--- src/rtl/i2c_byte_fifo.sv ---
// i2c_byte_fifo: synchronous first-word-fall-through FIFO used for the TX and
// RX byte paths between the APB bridge and the I2C core.
// The head word is always presented on RD_DATA while EMPTY=0. Overflow and
// underflow errors are sticky until CLR_ERR or PRESET.
// Optional feature macro: FIFO_WATERMARK_EN enables the registered
// ALMOST_FULL / ALMOST_EMPTY compares. When it is undefined, both ports are
// tied to 0.
module i2c_byte_fifo #(
  parameter int unsigned DWIDTH   = 32,
  parameter int unsigned AWIDTH   = 3,
  parameter int unsigned AF_LEVEL = 6,
  parameter int unsigned AE_LEVEL = 1
) (
  input  logic              PCLK,
  input  logic              PRESET,
  input  logic              WR_EN,
  input  logic [DWIDTH-1:0] WR_DATA,
  input  logic              RD_EN,
  output logic [DWIDTH-1:0] RD_DATA,
  output logic              FULL,
  output logic              EMPTY,
  output logic [AWIDTH:0]   LEVEL,
  output logic              OVERFLOW,
  output logic              UNDERFLOW,
  input  logic              CLR_ERR,
  output logic              ALMOST_FULL,
  output logic              ALMOST_EMPTY
);

  localparam int unsigned     DEPTH   = 1 << AWIDTH;
  localparam logic [AWIDTH:0] DEPTH_L = DEPTH[AWIDTH:0];

  // Push/pop semantics. A push is accepted when WR_EN=1 and the FIFO is not
  // full, or when it is full and a pop is accepted on the same edge. A pop is
  // accepted when RD_EN=1 and EMPTY=0. Each accepted push writes one word, and
  // each accepted pop retires the head word at the clock edge. There is no
  // back-pressure handshake. A refused request only raises the matching
  // sticky error flag.
  logic [DWIDTH-1:0] mem_q [DEPTH];
  logic [AWIDTH-1:0] wr_ptr_q, wr_ptr_d;
  logic [AWIDTH-1:0] rd_ptr_q, rd_ptr_d;
  logic [AWIDTH:0]   level_q, level_d;
  logic              ovf_q, ovf_d;
  logic              udf_q, udf_d;
  logic              full_w, empty_w;
  logic              push_v, pop_v;

  // Decode occupancy flags, accept/reject requests, and compute the next state.
  always_comb begin
    full_w   = (level_q == DEPTH_L);
    empty_w  = (level_q == '0);
    pop_v    = RD_EN & ~empty_w;
    push_v   = WR_EN & (~full_w | pop_v);
    wr_ptr_d = wr_ptr_q;
    rd_ptr_d = rd_ptr_q;
    level_d  = level_q;
    ovf_d    = ovf_q;
    udf_d    = udf_q;
    if (push_v) wr_ptr_d = wr_ptr_q + AWIDTH'(1);
    if (pop_v)  rd_ptr_d = rd_ptr_q + AWIDTH'(1);
    unique case ({push_v, pop_v})
      2'b10:   level_d = level_q + (AWIDTH+1)'(1);
      2'b01:   level_d = level_q - (AWIDTH+1)'(1);
      default: level_d = level_q;
    endcase
    // A new error wins over a clear that arrives in the same cycle.
    if (WR_EN & ~push_v)     ovf_d = 1'b1;
    else if (CLR_ERR)        ovf_d = 1'b0;
    if (RD_EN & ~pop_v)      udf_d = 1'b1;
    else if (CLR_ERR)        udf_d = 1'b0;
  end

  // Register the pointers, the occupancy counter and the sticky error flags.
  always_ff @(posedge PCLK) begin
    if (PRESET) begin
      wr_ptr_q <= '0;
      rd_ptr_q <= '0;
      level_q  <= '0;
      ovf_q    <= 1'b0;
      udf_q    <= 1'b0;
    end else begin
      wr_ptr_q <= wr_ptr_d;
      rd_ptr_q <= rd_ptr_d;
      level_q  <= level_d;
      ovf_q    <= ovf_d;
      udf_q    <= udf_d;
    end
  end

  // Write storage. It is not reset, because reset only empties the FIFO.
  always_ff @(posedge PCLK) begin
    if (!PRESET && push_v) mem_q[wr_ptr_q] <= WR_DATA;
  end

  assign RD_DATA   = empty_w ? '0 : mem_q[rd_ptr_q];
  assign FULL      = full_w;
  assign EMPTY     = empty_w;
  assign LEVEL     = level_q;
  assign OVERFLOW  = ovf_q;
  assign UNDERFLOW = udf_q;

`ifdef FIFO_WATERMARK_EN
  localparam logic [AWIDTH:0] AF_L = AF_LEVEL[AWIDTH:0];
  localparam logic [AWIDTH:0] AE_L = AE_LEVEL[AWIDTH:0];
  logic af_q, ae_q;

  // Compare the watermarks against the next level, so they change on the same edge as LEVEL.
  always_ff @(posedge PCLK) begin
    if (PRESET) begin
      af_q <= 1'b0;
      ae_q <= 1'b1;
    end else begin
      af_q <= (level_d >= AF_L);
      ae_q <= (level_d <= AE_L);
    end
  end

  assign ALMOST_FULL  = af_q;
  assign ALMOST_EMPTY = ae_q;
`else
  logic unused_wm;
  assign unused_wm    = ^{AF_LEVEL, AE_LEVEL};
  assign ALMOST_FULL  = 1'b0;
  assign ALMOST_EMPTY = 1'b0;
`endif

endmodule

--- config.mk ---
export PLATFORM = sky130hd
export DESIGN_NAME = i2c_byte_fifo
export DESIGN_NICKNAME = d
export VERILOG_FILES = /design/src/rtl/i2c_byte_fifo.sv
export SDC_FILE = /design/constraint.sdc
export NUM_CORES = 1
export LEC_CHECK = 0
export ABC_AREA = 1
export CAP_MARGIN = 20
export CORE_UTILIZATION = 60
export CTS_BUF_LIST = sky130_fd_sc_hd__clkbuf_8
export DETAILED_ROUTE_END_ITERATION = 10
export GPL_ROUTABILITY_DRIVEN = 0
export GPL_TIMING_DRIVEN = 0
export PLACE_DENSITY = 0.81
export SYNTH_ARGS = -nofsm -noshare
export SYNTH_HDL_FRONTEND = slang
export SYNTH_SLANG_ARGS = --single-unit
--- constraint.sdc ---
create_clock -name PCLK -period 5.05 [get_ports PCLK]
set_input_delay 0.7575 -clock PCLK [delete_from_list [all_inputs] [get_ports PCLK]]
set_output_delay 0.7575 -clock PCLK [all_outputs]
set_load 0.05 [all_outputs]
# Word-level counts from Yosys, hierarchy flattened
# Memory sizes are Yosys's and may differ from the RTL's. A register that Yosys moved wholly into a read port is not among the register bits.
# Cells that the tools add are included.
dict set report word_totals {
  input_bits 37
  ramBits 256
  out_inout_bits 42
  mem_count 1
  ff_bits 12
  elab_cells 37
}
dict set report classes {
  mux 9
  n_reduce_logical 6
  n_eq_ne 3
  add_sub_neg 4
  bitwise_logic 9
}
# name words width rd rd_clocked_by_memory_dff wr line
set mem_list {}
lappend mem_list {mem_q 8 32 1 1 1 39} ;# logic [DWIDTH-1:0] mem_q [DEPTH];
# cell n
set op_table {}
lappend op_table {{2-to-1 mux 32 bit} 1}
lappend op_table {{case mux 4 bit (2 select lines)} 1}
lappend op_table {{adder 3 x 1 -> 3 bit, second input constant} 2}
lappend op_table {{2-to-1 mux 3 bit} 2}
lappend op_table {{nonzero test 2 bit} 3}
lappend op_table {{2-to-1 mux 1 bit} 5}
lappend op_table {{adder 4 x 1 -> 4 bit, second input constant} 1}
lappend op_table {{bitwise AND 1 bit} 4}
lappend op_table {{equality test 4 bit, second input constant} 1}
lappend op_table {{logical NOT 4 bit} 1}
lappend op_table {{NOT 1 bit} 4}
lappend op_table {{subtractor 4 x 1 -> 4 bit, second input constant} 1}
lappend op_table {{equality test 2 x 1 -> 1 bit, second input constant} 1}
lappend op_table {{equality test 2 bit, second input constant} 1}
lappend op_table {{logical AND 1 bit} 1}
lappend op_table {{logical NOT 1 bit} 1}
lappend op_table {{OR 1 bit} 1}

# Longest topological paths before layout
# Gate-level depths: netlist of run 1.
dict set report logic_depth {
  depth_word 8
  depth_mapped 12
  ltp_nobuf 12
}

# Worst setup path after synthesis of run 1
# OpenSTA, ideal clock, no wires.
dict set report synth_path {
  path_type {register to register}
  startpoint {register level_q[1] (netlist: LEVEL[1])}
  endpoint {memory mem_q[4][0] (enable)}
  arrival_ns 3.406
  path_stages_with_launch 7
  synth_period_minus_slack_ns 3.867
  setup_slack_ns 1.183
  setup_time_ns 0.461
  required_ns 4.589
  path_buffers 0
  path_cell_list {dfxtp_1 -> nor2_2 -> nand4_1 -> nand2_1 -> inv_2 -> nand2_1 -> nor3_1}
}
dict set report synth_between {
  elab_chain_len 8
  elab_cells_between_ends 10
  classes_between {eq/ne (1); mux (2); bitwise (5); reduce/logical (2)}
}
# element line
set synth_rtl {}
lappend synth_rtl {{from (decl)} 42} ;# logic [AWIDTH:0] level_q, level_d;
lappend synth_rtl {{from (signal assigned)} 84} ;# level_q <= level_d;
lappend synth_rtl {{logical NOT 4 bit} 51} ;# empty_w = (level_q == '0);
lappend synth_rtl {{NOT 1 bit} 52} ;# pop_v = RD_EN & ~empty_w;
lappend synth_rtl {{bitwise AND 1 bit} 52}
lappend synth_rtl {{OR 1 bit (*)} 53} ;# push_v = WR_EN & (~full_w | pop_v);
lappend synth_rtl {{bitwise AND 1 bit (*)} 53}
lappend synth_rtl {{logical AND 1 bit (*)} 92} ;# if (!PRESET && push_v) mem_q[wr_ptr_q] <= WR_DATA;
lappend synth_rtl {{2-to-1 mux 1 bit (*)} 92}
lappend synth_rtl {{2-to-1 mux 1 bit (implied by the code) (*)} 92}
lappend synth_rtl {{to (decl)} 39}
# Mark *: on every way between the ends. The rest lies on a longest branch, timed or not.

==> results.cfg, run 1 <==
[power_and_ir_drop]
p_total_mw = 6.414
power_per_cell_area_mw_per_mm2 = 497.2
power_leakage_nw = 4.538
vdd_drop_max_v = 0.0003336

[floorplan]
core_area_mm2 = 0.01748
rows = 48
die_area_mm2 = 0.01867
die_w_um = 136.6
fp.dieH_um = 136.6
start_util_pct = 62.23
io_pins = 79

[placed_design]
place.port_buffers = 76
dp_slack_ns = 1.734
dpl.hpwl_mm = 16.07
placed_area_mm2 = 0.01221
dpl.cell_count = 1183

[layout]
antennaDiodeCount = 0
ff_latch_area_mm2 = 0.007988
final_util_pct = 73.81
final_area_mm2 = 0.01290
drive_gt1_share_pct = 11.71
area_growth_pct = 18.62
multi_input_area_mm2 = 0.002536
finalNonFillerCells = 1250
nNetsFinal = 1043
nFillCells = 1117

[job]
max_cap_violations = 0

[global_route]
grt_usage_pct = 27.27
overflow = 0
use_met1_pct = 35.42
grt_pass1_wl_mm = 37.68
antenna_found_initial = 0
use_met2_pct = 45.38
grt.busiest_layer = met2
grt_pass1_vias = 7228
grt_max_degree = 21
met3_usage_pct = 4.778

[synthesis]
yosysUniqueCellTypes = 31
ys_ff_latch = 271
syn-cell-area_mm2 = 0.01088
synth_commonest_cells = edfxtp_1 (256), nor2_1 (224), o21ai_0 (121)
synthCells = 865
synth-edff-count = 256
synth_top_area_cell = edfxtp_1
yosys-top-cells-area = edfxtp_1 (71%), nor2_1 (7.7%), o21ai_0 (5.6%)
async_flop_share_pct = 0
syn_avg_cell_area_um2 = 12.57
yosys.cell_count.top_type = edfxtp_1
synth_seq_area_share_pct = 73.45
synth_top_area_share_pct = 70.69
yosysWarnings = 0
synth-main-ff-cell = edfxtp_1

[clocking]
ctsResizeCount = 0
cts_tree = done
path_clk_slew_ns = 0.06
cts_hold_buffers = 0
cts_root_buf = clkbuf_8
cts_setup_buffers = 0
htree_levels = 2
clock_path_buffers = 3
worst_skew_pair.late_latency_ns = 0.54
clkSinkCount = 271
cts_buffers = 41

[setup_path]
crit_chain = inv_1, clkbuf_1, o21ai_0, o22ai_1, nor2_1, nor2_1, clkdlybuf4s50_1
slowest_stage = clkdlybuf4s50_1
slowest_delay_ns = 0.84
crit_type = reg2out
path_max_fanout = 10
startpoint_type = flop
end_kind = output port
cpMostUsedCell = nor2_1
required_ns = 4.29
crit_arrival_ns = 3.15

[route]
first_pass_iters = 5
drt_wl_total_mm = 24.49
avgViaCountPerCell = 5.873
vias = 7341
final_antenna_net_count = 0
wl_per_cell_um = 19.59
drc = 0
drtIter0Drc = 806

[sta]
fin_crit_sh_pct = 77.43
slew_headroom_pct = 53.99
rsz0062_at_grt = no
fin_worst_skew_ns = 0.02250
tns_ns = 0
hold_ws_ns = 0.4779
finalSetupViolations = 0
slew_violations = 0
min_period_ns = 3.910
max_freq_ghz = 0.2558
worstMarginPinSlew_ns = 0.6864
finalWorstSetupSlack_ns = 1.140
finalHoldViolations = 0

[min_path]
hp-class = reg2reg

[outcome]
status = finished, final reports clean
-- path summary, 6_finish.rpt --
| kind | from | to | slack (ns) | cells after the start |
|---|---|---|---|---|
| min | OVERFLOW$_SDFFE_PP0P_ | OVERFLOW$_SDFFE_PP0P_ | 0.48 | 2 |
| max reg2reg | LEVEL[1]$_SDFFE_PP0P_ | mem_q[3][28]$_DFFE_PP_ | 2.72 | 7 |
| min reg2reg | OVERFLOW$_SDFFE_PP0P_ | OVERFLOW$_SDFFE_PP0P_ | 0.48 | 2 |
| max | flop | RD_DATA[30] | 1.14 | 7 |
-- cells in the final DEF (no fill, tap or decap), types with 3 or more instances in the layout --
master and count:
clkinv_1 3, edfxtp_1 256, clkbuf_1 18, buf_16 4, buf_6 21, o21ai_0 121, nor2_4 4, dfxtp_1 15
nor2_1 220, xor2_1 3, buf_1 3, a21oi_1 11, buf_4 6, o21ai_1 13, clkbuf_8 43, nor2_2 12
ha_1 4, buf_2 13, o22ai_1 32, nand2_1 51, nor3_2 4, nand3_1 6, clkdlybuf4s50_1 76, o211ai_1 32
inv_1 36
-- sequential cells by signal, indices dropped and copies added (netlist names), named ones only --
| name | flops |
|---|---|
| rd_ptr_q | 3 |
| mem_q | 256 |
| UNDERFLOW | 1 |
| OVERFLOW | 1 |
| wr_ptr_q | 3 |
| LEVEL | 4 |
-- worst max-delay path: cells and delay by family (launching register included) --
family | cells | cell delay (ns)
flip-flops | 1 | 0.41
AO/OA/AOI/OAI | 2 | 0.45
buffers and inverters | 3 | 1.50
AND/OR/NAND/NOR | 2 | 0.26
-- final cells by class --
class / instances / area share [%]
plain buffers: 53 / 2.590
clock buffers: 43 / 4.588
repair buffers: 92 / 7.769
flip-flops and latches: 271 / 61.92
multi-input cells: 523 / 19.66
clock inverters: 24 / 0.7371
inverters: 19 / 0.5529
well taps: 225 / 2.182
-- where the power goes --
| part | switching (mW) | internal (mW) | leakage, nW | total [mW] |
|---|---|---|---|---|
| sequential | 0.0432 | 2.53 | 2.44 | 2.57 |
| clock | 0.767 | 0.777 | 0.419 | 1.54 |
| combinational | 1.60 | 0.703 | 1.68 | 2.30 |
-- per-layer routing --
metal  routed length [um]  vias to the layer above
met5                    0                        -
met4                  572                        0
met3                 1764                       57
met2                12200                      342
met1                 9946                     3557
li1                     -                     3385
-- cell families after synthesis --
| family | count (synthesis) | share of synthesized area, % |
|---|---|---|
| and+or+nand+nor | 303 | 11.11 |
| DFF | 271 | 73.45 |
| AOI/OAI and AO/OA | 210 | 10.79 |
| buffers and inverters | 72 | 3.728 |
| adders and majority gates | 5 | 0.6443 |
| xor gates and xnor gates | 3 | 0.2416 |
| other | 1 | 0.03448 |
No activity file was read; power rests on OpenSTA's default activity.
==> run 2, diff against run 1 <==
==> constraint.sdc (replaced) <==
create_clock -name PCLK -period 3.8 [get_ports PCLK]
set_input_delay 0.57 -clock PCLK [delete_from_list [all_inputs] [get_ports PCLK]]
set_output_delay 0.57 -clock PCLK [all_outputs]
set_load 0.05 [all_outputs]
==> run 2 against run 1 <==
- highest routed layer unchanged
- hold slack unchanged
- die area stayed put
- wire length hardly changed
- sequential power increased by 33%
- critical endpoint is now RD_DATA[19]
- non-clock buffer count did not move
- setup slack worse by 0.98 ns
- power increased by 33%
- largest power group unchanged
- cell area barely moved
==> results.cfg, run 2 (synthesized netlist as in run 1, its figures left out) <==
[outcome]
status = finished, final reports clean

[setup_path]
reg2reg_to = mem_q[3][28]$_DFFE_PP_
reg2reg_from = LEVEL[1]$_SDFFE_PP0P_
path_buf_inv = 3
critPathTopFamily = buffers and inverters
end_kind = output port
crit_arrival_ns = 3.07
path_max_fanout = 10
crit_chain = inv_1, clkbuf_1, o21ai_0, o22ai_1, nor2_1, nor2_1, clkdlybuf4s50_1
required_ns = 3.23
regToRegSetupSlack_ns = 1.47
reg2regPathDepth = 7
slowest_delay_ns = 0.82
crit_type = reg2out
startpoint_type = flop
cpMostUsedCell = nor2_1
slowest_stage = clkdlybuf4s50_1

[global_route]
overflow = 0
grt_pass1_wl_mm = 37.68
grt_max_degree = 21
met3_usage_pct = 4.778
antenna_found_initial = 0
grt_usage_pct = 27.27
grt_pass1_vias = 7228
grt.busiest_layer = met2
use_met2_pct = 45.38
use_met1_pct = 35.42

[job]
max_cap_violations = 0

[clocking]
worst_skew_pair.late_latency_ns = 0.54
clock_path_buffers = 3
path_clk_slew_ns = 0.06
clkSinkCount = 271
cts_tree = done
cts_buffers = 41
cts_root_buf = clkbuf_8
htree_levels = 2

[layout]
mostFrequentLayoutCell = edfxtp_1
area_growth_pct = 18.64
final_cell_mix = edfxtp_1 (256), nor2_1 (220), o21ai_0 (121)
final_area_mm2 = 0.01290
nFillCells = 1118
antennaDiodeCount = 0
nNetsFinal = 1043
largest_register_ffs = 256
top_register = mem_q
drive_gt1_share_pct = 11.71

[sta]
finalHoldViolations = 0
hold_ws_ns = 0.4779
min_period_ns = 3.640
fin_crit_sh_pct = 95.80
slew_headroom_pct = 54.00
fin_worst_skew_ns = 0.02322
finalSetupViolations = 0
max_freq_ghz = 0.2747
slew_violations = 0
rsz0062_at_grt = no
worstMarginPinSlew_ns = 0.6862

[min_path]
hp-class = reg2reg
min-delay-start = OVERFLOW$_SDFFE_PP0P_
hold_depth = 2
hold_end = OVERFLOW$_SDFFE_PP0P_

[floorplan]
io_pins = 79
die_area_mm2 = 0.01867
core_area_mm2 = 0.01748
start_util_pct = 62.23
die_w_um = 136.6
rows = 48
fp.dieH_um = 136.6

[route]
first_pass_iters = 5
final_antenna_net_count = 0
avgViaCountPerCell = 5.876
vias = 7345
drtIter0Drc = 804
drc = 0
drt_wl_total_mm = 24.50
wl_per_cell_um = 19.60

[power_and_ir_drop]
power_leakage_nw = 4.551
vdd_drop_max_v = 0.0004433
p_total_mw = 8.522
power_per_cell_area_mw_per_mm2 = 660.5

[placed_design]
place.port_buffers = 76
dpl.hpwl_mm = 16.07
placed_area_mm2 = 0.01221
==> run 2: cell count changes in the layout (fill, tap and decap cells not counted) <==
cell	before	now
dlymetal6s2s_1	0	1
clkdlybuf4s50_1	76	75
==> run 2: worst register-to-register path: cells and delay by family (launching register included) <==
kind	cells	cell delay, ns
DFF	1	0.44
and+or+nand+nor	5	1.25
buffers and inverters	2	0.35
==> run 2: layer usage <==
layer	vias up	wire, um
li1	3386	-
met1	3563	9960
met2	339	12210
met3	57	1751
met4	0	572
met5	-	0
==> run 2: timing repair <==
item,CTS,global route
gates resized for setup,0,1
hold endpoints to repair,0,0
endpoints found under the setup margin,0,1
setup buffers,0,0
hold buffers,0,0
==> run 2: worst max-delay path by stage <==
stage               depth (start not counted)  slack, ns                endpoint                  start
floorplan                                   6      -0.07   mem_q[4][0]$_DFFE_PP_  LEVEL[1]$_SDFFE_PP0P_
global placement                            7      -2.35  mem_q[0][20]$_DFFE_PP_                  RD_EN
detailed placement                          7       0.67             RD_DATA[30]                   flop
CTS                                         7        0.1             RD_DATA[30]                   flop
global route                                7       0.01             RD_DATA[19]                   flop
finish                                      7       0.16             RD_DATA[19]                   flop
==> run 2: through the flow <==
step	setup TNS [ns]	cells	setup WS (ns)	utilization, %
global placement	-377.42	1167	-2.353	68.21
finish	0	1250	0.1595	73.83
CTS	0	1250	0.09722	73.81
detailed placement	0	1183	0.6714	69.88
global route	0	1250	0.01301	73.83
floorplan	-8.607	866	-0.06730	-
==> run 2: power breakdown <==
group          internal (mW)  leakage, nW  switching (mW)
logic                  0.933         1.70            2.12
clock network           1.03        0.419            1.02
registers               3.36         2.44          0.0575
total                   5.32         4.55            3.20
==> run 2: area by class of cell <==
cell class	instances	area, um^2	area share (%)
plain buffers	53	334.1	2.589
clock buffers	43	591.8	4.587
clock inverters	24	95.09	0.7370
inverters	19	71.32	0.5528
multi-input cells	523	2536	19.66
flip-flops and latches	271	7988	61.91
well taps	225	281.5	2.182
repair buffers	92	1005	7.787
==> run 3, diff against run 2 <==
--- a/config.mk
+++ b/config.mk
@@ -13,6 +13,7 @@
 export GPL_ROUTABILITY_DRIVEN = 0
 export GPL_TIMING_DRIVEN = 0
 export PLACE_DENSITY = 0.81
+export SLEW_MARGIN = 5
 export SYNTH_ARGS = -nofsm -noshare
 export SYNTH_HDL_FRONTEND = slang
 export SYNTH_SLANG_ARGS = --single-unit
==> run 3 against run 2 <==
- die area stayed put
- final cell count is 0.40% higher
- cell area is 0.16% higher
- sequential power hardly changed
- hold slack better by 0.00074 ns
- sequential share of layout area is 0.10 points lower
- global-route usage is 0.76 points higher
- critical endpoint is now RD_DATA[31]
- largest cell class unchanged
==> results.cfg, run 3 (synthesized netlist as in run 1, its figures left out) <==
[clocking]
cts_hold_buffers = 0
cts_buffers = 41
clock_path_buffers = 3
cts_tree = done
worst_skew_pair.late_latency_ns = 0.55
htree_levels = 2
cts_setup_buffers = 0
path_clk_slew_ns = 0.07
ctsResizeCount = 0
clkSinkCount = 271
cts_root_buf = clkbuf_8

[global_route]
grt_usage_pct = 28.03
antenna_found_initial = 0
grt_max_degree = 21
overflow = 0
grt_pass1_vias = 7283
grt_pass1_wl_mm = 38.65

[job]
max_cap_violations = 0

[sta]
worstMarginPinSlew_ns = 0.9590
slew_violations = 0
finalHoldViolations = 0
finalSetupViolations = 0
fin_worst_skew_ns = 0.01166
finalWorstSetupSlack_ns = 0.1211
min_period_ns = 3.679
rsz0062_at_grt = no
slew_headroom_pct = 35.72
max_freq_ghz = 0.2718
fin_crit_sh_pct = 96.81

[power_and_ir_drop]
vdd_drop_max_v = 0.0005023
power_leakage_nw = 4.534
power_per_cell_area_mw_per_mm2 = 669.1
p_total_mw = 8.648

[placed_design]
dpl.hpwl_mm = 15.92
place.port_buffers = 76
dp_slack_ns = 0.3959

[layout]
top_register = mem_q
drive_gt1_share_pct = 12.04
final_cell_mix = edfxtp_1 (256), nor2_1 (220), o21ai_0 (121)
antennaDiodeCount = 0
largest_register_ffs = 256
mostFrequentLayoutCell = edfxtp_1
nNetsFinal = 1043
area_growth_pct = 18.83

[setup_path]
slowest_delay_ns = 0.83
end_kind = output port
slowest_stage = clkdlybuf4s50_1
path_buf_inv = 2
path_max_fanout = 10
critPathTopFamily = buffers and inverters
crit_type = reg2out
required_ns = 3.23
crit_arrival_ns = 3.11
crit_chain = clkbuf_1, o21ai_0, o211ai_1, nand2_1, nor2_1, clkdlybuf4s50_1
startpoint_type = flop

[floorplan]
io_pins = 79
die_w_um = 136.6
core_area_mm2 = 0.01748
rows = 48
start_util_pct = 62.23
die_area_mm2 = 0.01867
fp.dieH_um = 136.6

[route]
drt_wl_total_mm = 25.09
first_pass_iters = 5
wl_per_cell_um = 19.99
final_antenna_net_count = 0
drc = 0
vias = 7388
avgViaCountPerCell = 5.887
drtIter0Drc = 739

[outcome]
status = finished, final reports clean

[min_path]
hp-class = reg2reg
## run 3: cell types whose count changed in the layout (fill, tap and decap cells not counted), moves of 2 or more
| cell | previous run | this run |
|---|---|---|
| buf_4 | 6 | 13 |
| inv_1 | 36 | 29 |
| clkbuf_8 | 43 | 46 |
| clkbuf_1 | 18 | 16 |
| clkinv_1 | 3 | 13 |
| buf_6 | 21 | 14 |
| clkbuf_2 | 2 | 4 |
## run 3: metrics by stage
step / cells / hold WS (ns) / area, um^2 / TNS [ns] / util, %
3_5_place_dp: 1183 / 0.4705 / 12190 / 0 / 69.73
5_1_grt: 1255 / 0.5113 / 12920 / 0 / 73.95
6_report: 1255 / 0.4786 / 12920 / 0 / 73.95
4_1_cts: 1255 / 0.4800 / 12920 / 0 / 73.93
3_3_place_gp: 1167 / 0.4544 / 11920 / -377.42 / 68.21
2_1_floorplan: 866 / 0.4504 / 10880 / -8.607 / -
## run 3: power by group
| group | switching, mW | internal, mW | total (mW) |
|---|---|---|---|
| clock | 1.06 | 1.10 | 2.16 |
| sequential | 0.0579 | 3.36 | 3.42 |
| combinational | 2.14 | 0.932 | 3.07 |
| total | 3.26 | 5.39 | 8.65 |
## run 3: path summary, 6_finish.rpt
kind	from	endpoint	slack, ns	cells after the start
setup / recovery	flop	RD_DATA[31]	0.12	6
hold / removal	OVERFLOW$_SDFFE_PP0P_	OVERFLOW$_SDFFE_PP0P_	0.48	2
setup reg to reg	LEVEL[1]$_SDFFE_PP0P_	mem_q[4][9]$_DFFE_PP_	1.16	8
hold reg to reg	OVERFLOW$_SDFFE_PP0P_	OVERFLOW$_SDFFE_PP0P_	0.48	2
## run 3: final cells by class
cell class              instances  area [um^2]
inverters                      19        71.32
clock inverters                26        101.3
well taps                     225        281.5
multi-input cells             523         2536
repair buffers                 92        975.9
fillers                      1093         4553
flip-flops and latches        271         7988
plain buffers                  53        336.6
clock buffers                  46        633.1
## run 3: layer usage
metal  share of wire (%)  track usage (%)
met2                  50            46.79
met1                  41            36.08
met3                 7.6            5.852
met5                   0                0
met4                 1.9            11.11
## run 3: worst reg2reg max path, cell delays in order, from the launching register on
cell	delay (ns)
dfxtp_1	0.44
nor2_2	0.10
nand4_1	0.08
nand2_1	0.15
inv_2	0.10
nand2_1	0.13
nor3_2	0.76
buf_4	0.36
buf_4	0.22
